`config.mk`:
```
export PLATFORM = sky130hd
export DESIGN_NAME = result_uart_dumper
export DESIGN_NICKNAME = d
export VERILOG_FILES = /design/src/rtl/result_uart_dumper_pkg.sv /design/src/rtl/result_uart_dumper_uart_tx_byte.sv /design/src/rtl/result_uart_dumper.sv
export SDC_FILE = /design/constraint.sdc
export NUM_CORES = 1
export LEC_CHECK = 0
export ABC_AREA = 0
export BUFFER_PORTS_ARGS = -buffer_cell sky130_fd_sc_hd__buf_2
export CAP_MARGIN = 20
export CELL_PAD_IN_SITES_DETAIL_PLACEMENT = 0
export CELL_PAD_IN_SITES_GLOBAL_PLACEMENT = 1
export CORE_UTILIZATION = 49
export DETAILED_ROUTE_END_ITERATION = 6
export GPL_TIMING_DRIVEN = 0
export PLACE_DENSITY = 0.92
export SYNTH_ARGS = -nofsm -noshare
export SYNTH_HDL_FRONTEND = slang
export SYNTH_SLANG_ARGS = --single-unit
export TNS_END_PERCENT = 5
```
`constraint.sdc`:
```
create_clock -name clk -period 12.2 [get_ports clk]
set_input_delay 1.22 -clock clk [delete_from_list [all_inputs] [get_ports clk]]
set_output_delay 1.22 -clock clk [all_outputs]
set_load 0.01 [all_outputs]
```
`src/rtl/result_uart_dumper_pkg.sv`:
```
// result_uart_dumper_pkg
//   Shared definitions for the result dumper.
//   - UART 8N1 framing constants.
//   - The top-level FSM state encoding.
`timescale 1ns/1ps
package result_uart_dumper_pkg;

    localparam logic START_BIT  = 1'b0;
    localparam logic STOP_BIT   = 1'b1;
    localparam int   DATA_BITS  = 8;
    localparam int   FRAME_BITS = DATA_BITS + 2;

    typedef enum logic [2:0] {
        ST_IDLE    = 3'd0,
        ST_RUN     = 3'd1,
        ST_CAPTURE = 3'd2,
        ST_SEND    = 3'd3,
        ST_FIN     = 3'd4
    } state_e;

endpackage

```
`src/rtl/result_uart_dumper_uart_tx_byte.sv`:
```
// uart_tx_byte
//   Transmits one byte as a UART 8N1 frame; each bit lasts CLK_DIV cycles.
//   Ports:
//     clk, rst : clock, asynchronous active-high reset
//     data     : byte to send, taken when valid && ready
//     valid    : producer has a byte
//     ready    : transmitter can take a byte this cycle
//     tx       : serial line, idles high
//   Handshake: a byte moves on a rising clk edge where valid and ready are
//   both high. ready is high while idle and also in the final cycle of a
//   stop bit, so a byte presented then starts its start bit on the very
//   next cycle with no idle gap between frames. The producer may change
//   data freely while ready is low.
`timescale 1ns/1ps
module uart_tx_byte
    import result_uart_dumper_pkg::*;
#(
    parameter int CLK_DIV = 434
) (
    input  logic                 clk,
    input  logic                 rst,
    input  logic [DATA_BITS-1:0] data,
    input  logic                 valid,
    output logic                 ready,
    output logic                 tx
);

    localparam int DIV_W = (CLK_DIV > 1) ? $clog2(CLK_DIV) : 1;

    logic                  busy_q, busy_d;
    logic [FRAME_BITS-1:0] shift_q, shift_d;
    logic [3:0]            bit_cnt_q, bit_cnt_d;
    logic [DIV_W-1:0]      div_cnt_q, div_cnt_d;
    logic                  bit_end;
    logic                  frame_end;

    assign bit_end   = (div_cnt_q == DIV_W'(CLK_DIV - 1));
    assign frame_end = busy_q && bit_end && (bit_cnt_q == 4'(FRAME_BITS - 1));
    assign ready     = !busy_q || frame_end;
    // Combinational from flops so an asynchronous reset drives the line high at once.
    assign tx        = busy_q ? shift_q[0] : STOP_BIT;

    always_comb begin
        busy_d    = busy_q;
        shift_d   = shift_q;
        bit_cnt_d = bit_cnt_q;
        div_cnt_d = div_cnt_q;

        if (busy_q) begin
            if (bit_end) begin
                div_cnt_d = '0;
                if (bit_cnt_q == 4'(FRAME_BITS - 1)) begin
                    busy_d = 1'b0;
                end else begin
                    bit_cnt_d = bit_cnt_q + 4'd1;
                    shift_d   = {STOP_BIT, shift_q[FRAME_BITS-1:1]};
                end
            end else begin
                div_cnt_d = div_cnt_q + DIV_W'(1);
            end
        end

        // A new byte overrides the end-of-frame bookkeeping above.
        if (valid && ready) begin
            busy_d    = 1'b1;
            shift_d   = {STOP_BIT, data, START_BIT};
            bit_cnt_d = '0;
            div_cnt_d = '0;
        end
    end

    always_ff @(posedge clk or posedge rst) begin
        if (rst) begin
            busy_q    <= 1'b0;
            shift_q   <= '1;
            bit_cnt_q <= '0;
            div_cnt_q <= '0;
        end else begin
            busy_q    <= busy_d;
            shift_q   <= shift_d;
            bit_cnt_q <= bit_cnt_d;
            div_cnt_q <= div_cnt_d;
        end
    end

endmodule

```
`src/rtl/result_uart_dumper.sv`:
```
// result_uart_dumper
//   Runs the core via start_process/end_process, captures the N_REG result
//   registers when the core finishes and dumps them over UART 8N1:
//   r1 first, each register sent as the high byte {zero pad, r[REG_W-1:8]}
//   and then the low byte r[7:0].
//   Ports:
//     clk, rst      : clock, asynchronous active-high reset
//     go            : run request, looked at in IDLE only
//     start_process : run request to the core, held until end_process
//     end_process   : core completion level
//     results       : packed results, r1 in the LSBs
//     tx            : UART serial out
//     busy          : high outside IDLE
//     done          : one-cycle pulse after the final stop bit
//     timeout_err   : sticky, set when the core never answered
`timescale 1ns/1ps
module result_uart_dumper
    import result_uart_dumper_pkg::*;
#(
    parameter int CLK_DIV      = 434,
    parameter int N_REG        = 16,
    parameter int REG_W        = 12,
    parameter int WAIT_TIMEOUT = 1000
) (
    input  logic                   clk,
    input  logic                   rst,
    input  logic                   go,
    output logic                   start_process,
    input  logic                   end_process,
    input  logic [N_REG*REG_W-1:0] results,
    output logic                   tx,
    output logic                   busy,
    output logic                   done,
    output logic                   timeout_err
);

    localparam int N_BYTES = 2 * N_REG;
    localparam int IDX_W   = $clog2(N_BYTES);
    localparam int WAIT_W  = (WAIT_TIMEOUT > 1) ? $clog2(WAIT_TIMEOUT) : 1;

    state_e                 state_q, state_d;
    logic [WAIT_W-1:0]      wait_cnt_q, wait_cnt_d;
    logic                   start_q, start_d;
    logic                   timeout_q, timeout_d;
    logic [N_REG*REG_W-1:0] buf_q, buf_d;
    logic [IDX_W-1:0]       byte_idx_q, byte_idx_d;
    logic                   last_sent_q, last_sent_d;

    logic [REG_W-1:0]     cur_reg;
    logic [15:0]          cur_word;
    logic [DATA_BITS-1:0] tx_data;
    logic                 tx_valid;
    logic                 tx_ready;

    // Byte index: upper bits pick the register, LSB picks high (0) / low (1) byte.
    assign cur_reg  = buf_q[int'(byte_idx_q[IDX_W-1:1]) * REG_W +: REG_W];
    assign cur_word = 16'(cur_reg);
    assign tx_data  = byte_idx_q[0] ? cur_word[7:0] : cur_word[15:8];

    assign start_process = start_q;
    assign timeout_err   = timeout_q;
    assign busy          = (state_q != ST_IDLE);
    assign done          = (state_q == ST_FIN);

    always_comb begin
        state_d     = state_q;
        wait_cnt_d  = wait_cnt_q;
        start_d     = start_q;
        timeout_d   = timeout_q;
        buf_d       = buf_q;
        byte_idx_d  = byte_idx_q;
        last_sent_d = last_sent_q;
        tx_valid    = 1'b0;

        case (state_q)
            ST_IDLE: begin
                if (go) begin
                    state_d    = ST_RUN;
                    start_d    = 1'b1;
                    timeout_d  = 1'b0;
                    wait_cnt_d = '0;
                end
            end
            ST_RUN: begin
                // Completion is tested first so it wins over a coincident timeout.
                if (end_process) begin
                    state_d = ST_CAPTURE;
                end else if (wait_cnt_q == WAIT_W'(WAIT_TIMEOUT - 1)) begin
                    state_d   = ST_IDLE;
                    start_d   = 1'b0;
                    timeout_d = 1'b1;
                end else begin
                    wait_cnt_d = wait_cnt_q + WAIT_W'(1);
                end
            end
            ST_CAPTURE: begin
                buf_d       = results;
                start_d     = 1'b0;
                byte_idx_d  = '0;
                last_sent_d = 1'b0;
                state_d     = ST_SEND;
            end
            ST_SEND: begin
                if (!last_sent_q) begin
                    tx_valid = 1'b1;
                    if (tx_ready) begin
                        if (byte_idx_q == IDX_W'(N_BYTES - 1)) begin
                            last_sent_d = 1'b1;
                        end else begin
                            byte_idx_d = byte_idx_q + IDX_W'(1);
                        end
                    end
                end else if (tx_ready) begin
                    // ready rises again in the last stop-bit cycle of the final byte.
                    state_d = ST_FIN;
                end
            end
            ST_FIN: begin
                state_d = ST_IDLE;
            end
            default: begin
                state_d = ST_IDLE;
            end
        endcase
    end

    always_ff @(posedge clk or posedge rst) begin
        if (rst) begin
            state_q     <= ST_IDLE;
            wait_cnt_q  <= '0;
            start_q     <= 1'b0;
            timeout_q   <= 1'b0;
            buf_q       <= '0;
            byte_idx_q  <= '0;
            last_sent_q <= 1'b0;
        end else begin
            state_q     <= state_d;
            wait_cnt_q  <= wait_cnt_d;
            start_q     <= start_d;
            timeout_q   <= timeout_d;
            buf_q       <= buf_d;
            byte_idx_q  <= byte_idx_d;
            last_sent_q <= last_sent_d;
        end
    end

    uart_tx_byte #(
        .CLK_DIV(CLK_DIV)
    ) u_tx (
        .clk  (clk),
        .rst  (rst),
        .data (tx_data),
        .valid(tx_valid),
        .ready(tx_ready),
        .tx   (tx)
    );

endmodule

```
# Word-level counts from Yosys, hierarchy flattened
# Index checks and enable logic that the tools add are counted.
# classes
shifts	1
add_sub_neg	4
n_mul	1
reduce_logical	18
muxes	45
n_eq_ne	18
# ops
cell	n
variable part select 192 x 9 -> 12 bit	1
2-to-1 mux 10 bit	7
2-to-1 mux 9 bit	3
case mux 10 bit (2 select lines)	1
AND reduction 4 bit	5
2-to-1 mux 1 bit	16
2-to-1 mux 4 bit	4
inequality test 2 bit, second input constant	8
2-to-1 mux 3 bit	5
2-to-1 mux 5 bit	3
case mux 3 bit (4 select lines)	1
adder 10 x 1 -> 10 bit, second input constant	1
equality test 10 bit, second input constant	1
case mux 5 bit (2 select lines)	1
adder 9 x 1 -> 9 bit, second input constant	1
equality test 9 bit, second input constant	1
2-to-1 mux 8 bit	1
nonzero test 2 bit	4
equality test 3 x 2 -> 1 bit, second input constant	2
multiplier 4 x 2 -> 6 bit, second input constant	1
nonzero test 3 bit	2
adder 5 x 1 -> 5 bit, second input constant	1
equality test 5 bit, second input constant	1
adder 4 x 1 -> 4 bit, second input constant	1
12 further kinds	15
# totals
input_bits	196
output_inout_bits	5
reg_bits	237
word_cells	98

# Logic depth before layout (Yosys ltp)
# depth
depth_word	7
ltp_mapped	9
depth_no_buf	8

# Cells and area by module
# Synthesis repeated with hierarchy kept, for this count alone.
# hier_totals
hier_cells	1164
hier_area_um2	11225.8
# by_module_without_submodules
module	area_per_inst_um2	seq_area_each_um2	cells_each	instances
result_uart_dumper	9930.8	5330.1	1049	1
uart_tx_byte	1295.0	586.8	115	1

# Worst setup path after synthesis
# OpenSTA, ideal clock, no wires.
# synth_timing
path_kind	input-to-reg
from	in end_process
to	reg wait_cnt_q[7]
setup_ns	0.133
path_buffers	1
cell_stages	7
arrival_ns	2.211
slack_ns	9.856
path_cell_list	inv_1 o311a_1 o21ai_0 buf_2 nor4_1 xnor2_1 nor2_1
# synth_via
elab_chain_cells	2
# synth_rtl
element	line	text
from (decl)	result_uart_dumper.sv:29	input logic end_process,
inequality test 2 bit (no source line)	--	
AND reduction 4 bit (no source line)	--	
to (signal assigned)	result_uart_dumper.sv:138	wait_cnt_q <= wait_cnt_d;
to (decl)	result_uart_dumper.sv:42	logic [WAIT_W-1:0] wait_cnt_q, wait_cnt_d;
# No other way between the ends.
# A chain may end at the register's enable or synchronous reset.

# Worst setup path in the final report
# layout_timing
from	reg state_q[0]
to	out done
# layout_via
elab_chain_cells	1
# layout_rtl
element	line	text
from (decl)	result_uart_dumper.sv:41	state_e state_q, state_d;
from (signal assigned)	result_uart_dumper.sv:137	state_q <= state_d;
equality test 3 bit	result_uart_dumper.sv:63	assign done = (state_q == ST_FIN);
to (decl)	result_uart_dumper.sv:33	output logic done,
# No other way between the ends.

==> impl_metrics.yaml <==
sta:
  fmax_mhz: 315
  post-route-min-period_ps: 3170
  slew_viol_final: 0
  setup_viol: 0
  finalWorstSetupSlack_ps: 9030
  finalHoldViolations: 0
  setup-tns-final_ps: 0
  slew_headroom_pct: 41.4
  rsz0062_at_grt: "false"
  fin_crit_sh_pct: 26.0
  tightest_slew_ps: 879
  finClkSkew_ps: 19.2
floorplanning:
  num_io_pins: 201
  rows: 54
  dieArea_um2: 23000
  die_x_um: 152
  die_h_um: 152
  core_um2: 21900
  initial_core_util_pct: 50.1
critical_path:
  cp_max_fo: 10
  crit_arrival_ps: 1950
  end_kind: "output pin"
  cp-start-kind: "flip-flop"
  crit_top_cell: "clkbuf_1"
  cp.depth: 4
  rr_worst_depth: 9
  path_cells: "clkbuf_1 > clkbuf_1 > nor3_1 > buf_2"
  worstSetupPathType: "flip-flop to output pin"
  startpoint: "state_q[0]"
  slowest_stage: "clkbuf_1"
  r2r_slack_ps: 9480
  cp_slowest_stage_delay_ps: 420
  r2r_start: "byte_idx_q[2]"
  path_buf_inv: 3
  cp.required_ps: 10980
  crit_family: "buffers and inverters"
  worstReg2RegEnd: "byte_idx_q[4]"
synthesis:
  synth_top_area_share_pct: 51.8
  syn_area_per_cell_um2: 14.0
  synth_compound_area_share_pct: 4.86
  synthMuxAreaShare_pct: 31.1
  netlist_area_um2: 11000
  synth_xor_xnor_area_share_pct: 0.799
  synthSimpleGateAreaFrac_pct: 6.04
  yosysSeqAreaShare_pct: 54.0
  yosys-top-cells-area: "dfrtp_1 52%, mux2_2 20%, mux4_2 10%"
  syn_nets: 986
  synthCells: 783
  synth-adder-area-share_pct: 0.799
  synthDistinctLibCells: 50
  synth_warnings: 0
  synth_top_family_by_area: "multiplexers"
  synth_seq_cells: 236
  yosysTopAreaCell: "dfrtp_1"
cts:
  post-cts-setup-buffers: 0
  root_buffer: "clkbuf_16"
  clk_pin_slew_worst_paths_ps: 60
  clock_latency_ps: 540
  cts.sinks: 236
  cts_buffers: 26
  hold_buffers: 0
  cts_tree: "done"
  htree_levels: 1
  cts_resized: 0
  cts_max_path_buffers: 3
route:
  wirelength_um: 28500
  dr_total_vias: 7571
  top_layer: "met5"
  detail_route.wl_per_cell_um: 21.5
  wl_met1_um: 11200
  antenna_left: 0
  wl_met3_um: 1990
  dr.pass1.iters: 5
  drc: 0
  initialDrtViolationCount: 498
  wl_met2_um: 14300
  via_per_inst: 5.73
worst_hold_path:
  hold_path_startpoint: "u_tx.shift_q[1]"
  hp-class: "flip-flop to flip-flop"
  hold_path_depth: 2
  hold_path_end: "u_tx.shift_q[0]"
power_and_ir_drop:
  vdd_drop_max_mv: 0.145
  p_leak_uw: 0.00584
  power-per-cell-area_nw_per_um2: 241
placed_design:
  place_ws_ps: 9560
  port_buffers: 200
  place_congestion: 0.809
  hpwl_um: 20500
job:
  cap_violations: 0
final_layout:
  area_growth_pct: 21.7
  final_common_cell: "dfrtp_1"
  drive_above_1_share_pct: 51.7
  final_util_pct: 60.9
  n_fill_cell: 1726
  layout_common_cells: "227 x dfrtp_1, 225 x buf_2, 194 x mux2_2, 49 x mux4_2, 43 x nor2_1"
  nets: 1216
grt:
  grt_pass1_wl_um: 44400
  grt_pass1_vias: 7990
  gr-total-overflow: 0
  grtUsageTotal_pct: 26.1
  grt_max_degree: 122
  antenna_found_initial: 9
status:
  outcome: "finished clean"
==> worst max-delay path by stage <==
stage and to:
3_5_place_dp byte_idx_q[3], 6_report done, 3_3_place_gp buf_q[31], 5_1_grt done, 2_1_floorplan buf_q[0], 4_1_cts done
==> synthesized netlist by cell type, drive strengths merged <==
cell type,count
a2111o,1
a211oi,6
a21oi,19
a22o,3
a22oi,7
a311oi,3
a31oi,4
a32oi,2
and3,9
buf,32
clkbuf,16
dfrtp,227
dfstp,9
ha,7
inv,9
mux2,194
mux2i,12
mux4,49
nand2,35
nand2b,3
nand3,12
nand3b,2
nand4,4
nand4b,1
nor2,43
nor2b,7
nor3,7
nor3b,1
nor4,4
nor4bb,1
o21ai,28
o21bai,1
o22ai,2
o311a,1
o31a,1
o31ai,2
o32a,1
or2,1
or3,4
or3b,1
or4,1
or4b,1
xnor2,5
xor2,5
==> stage by stage <==
step                cells  area [um2]  power (uW)  hold WS (ps)
detailed placement   1265       12400        2370           490
global placement     1263       12300        2320           482
finish               1322       13300        3220           500
global route         1316       13300        3390           513
CTS                  1313       13300        3240           504
floorplan             783       11000        2070           451
==> metal layers <==
metal  global-route usage, %  vias up
met5                       0        -
met4                    9.75        4
met3                    5.84       61
met2                    43.3      245
met1                    33.5     3886
li1                        -     3375
==> layout make-up <==
class	instances	area, um2	area share, %
Inverter	9	41.3	0.310
Sequential cell	236	5920	44.4
Multi-Input combinational cell	490	4780	35.8
Tap cell	280	350	2.63
Clock inverter	13	210	1.58
Antenna cell	9	22.5	0.169
Buffer	48	230	1.73
Clock buffer	35	734	5.51
Timing Repair Buffer	202	1060	7.92
==> power breakdown <==
part | leakage, uW | switching, uW | internal [uW]
registers | 0.00284 | 207 | 1160
clock network | 0.000459 | 329 | 530
logic | 0.00255 | 409 | 587
==> worst register-to-register path, delay by kind of cell, from the launching register on <==
family,cells,cell delay [ps]
buffers and inverters,3,1350
AND/OR/NAND/NOR,3,510
adder cells (fa/ha/maj),1,180
flip-flops,1,360
AO/OA/AOI/OAI,2,220
==> cells by family after synthesis <==
kind of cell,after synthesis
compound gates,81
flops,236
fa+ha+maj,7
buf+inv,57
xor+xnor,10
simple gates,137
mux,255
==> sequential cells by signal, indices dropped and copies added (netlist names) <==
signal          cells
last_sent_q         1
u_tx.busy_q         1
u_tx.shift_q        9
state_q             3
buf_q             192
u_tx.bit_cnt_q      4
u_tx.div_cnt_q      9
timeout_err         1
start_process       1
byte_idx_q          5
wait_cnt_q         10
(Power assumes the default switching activity.)
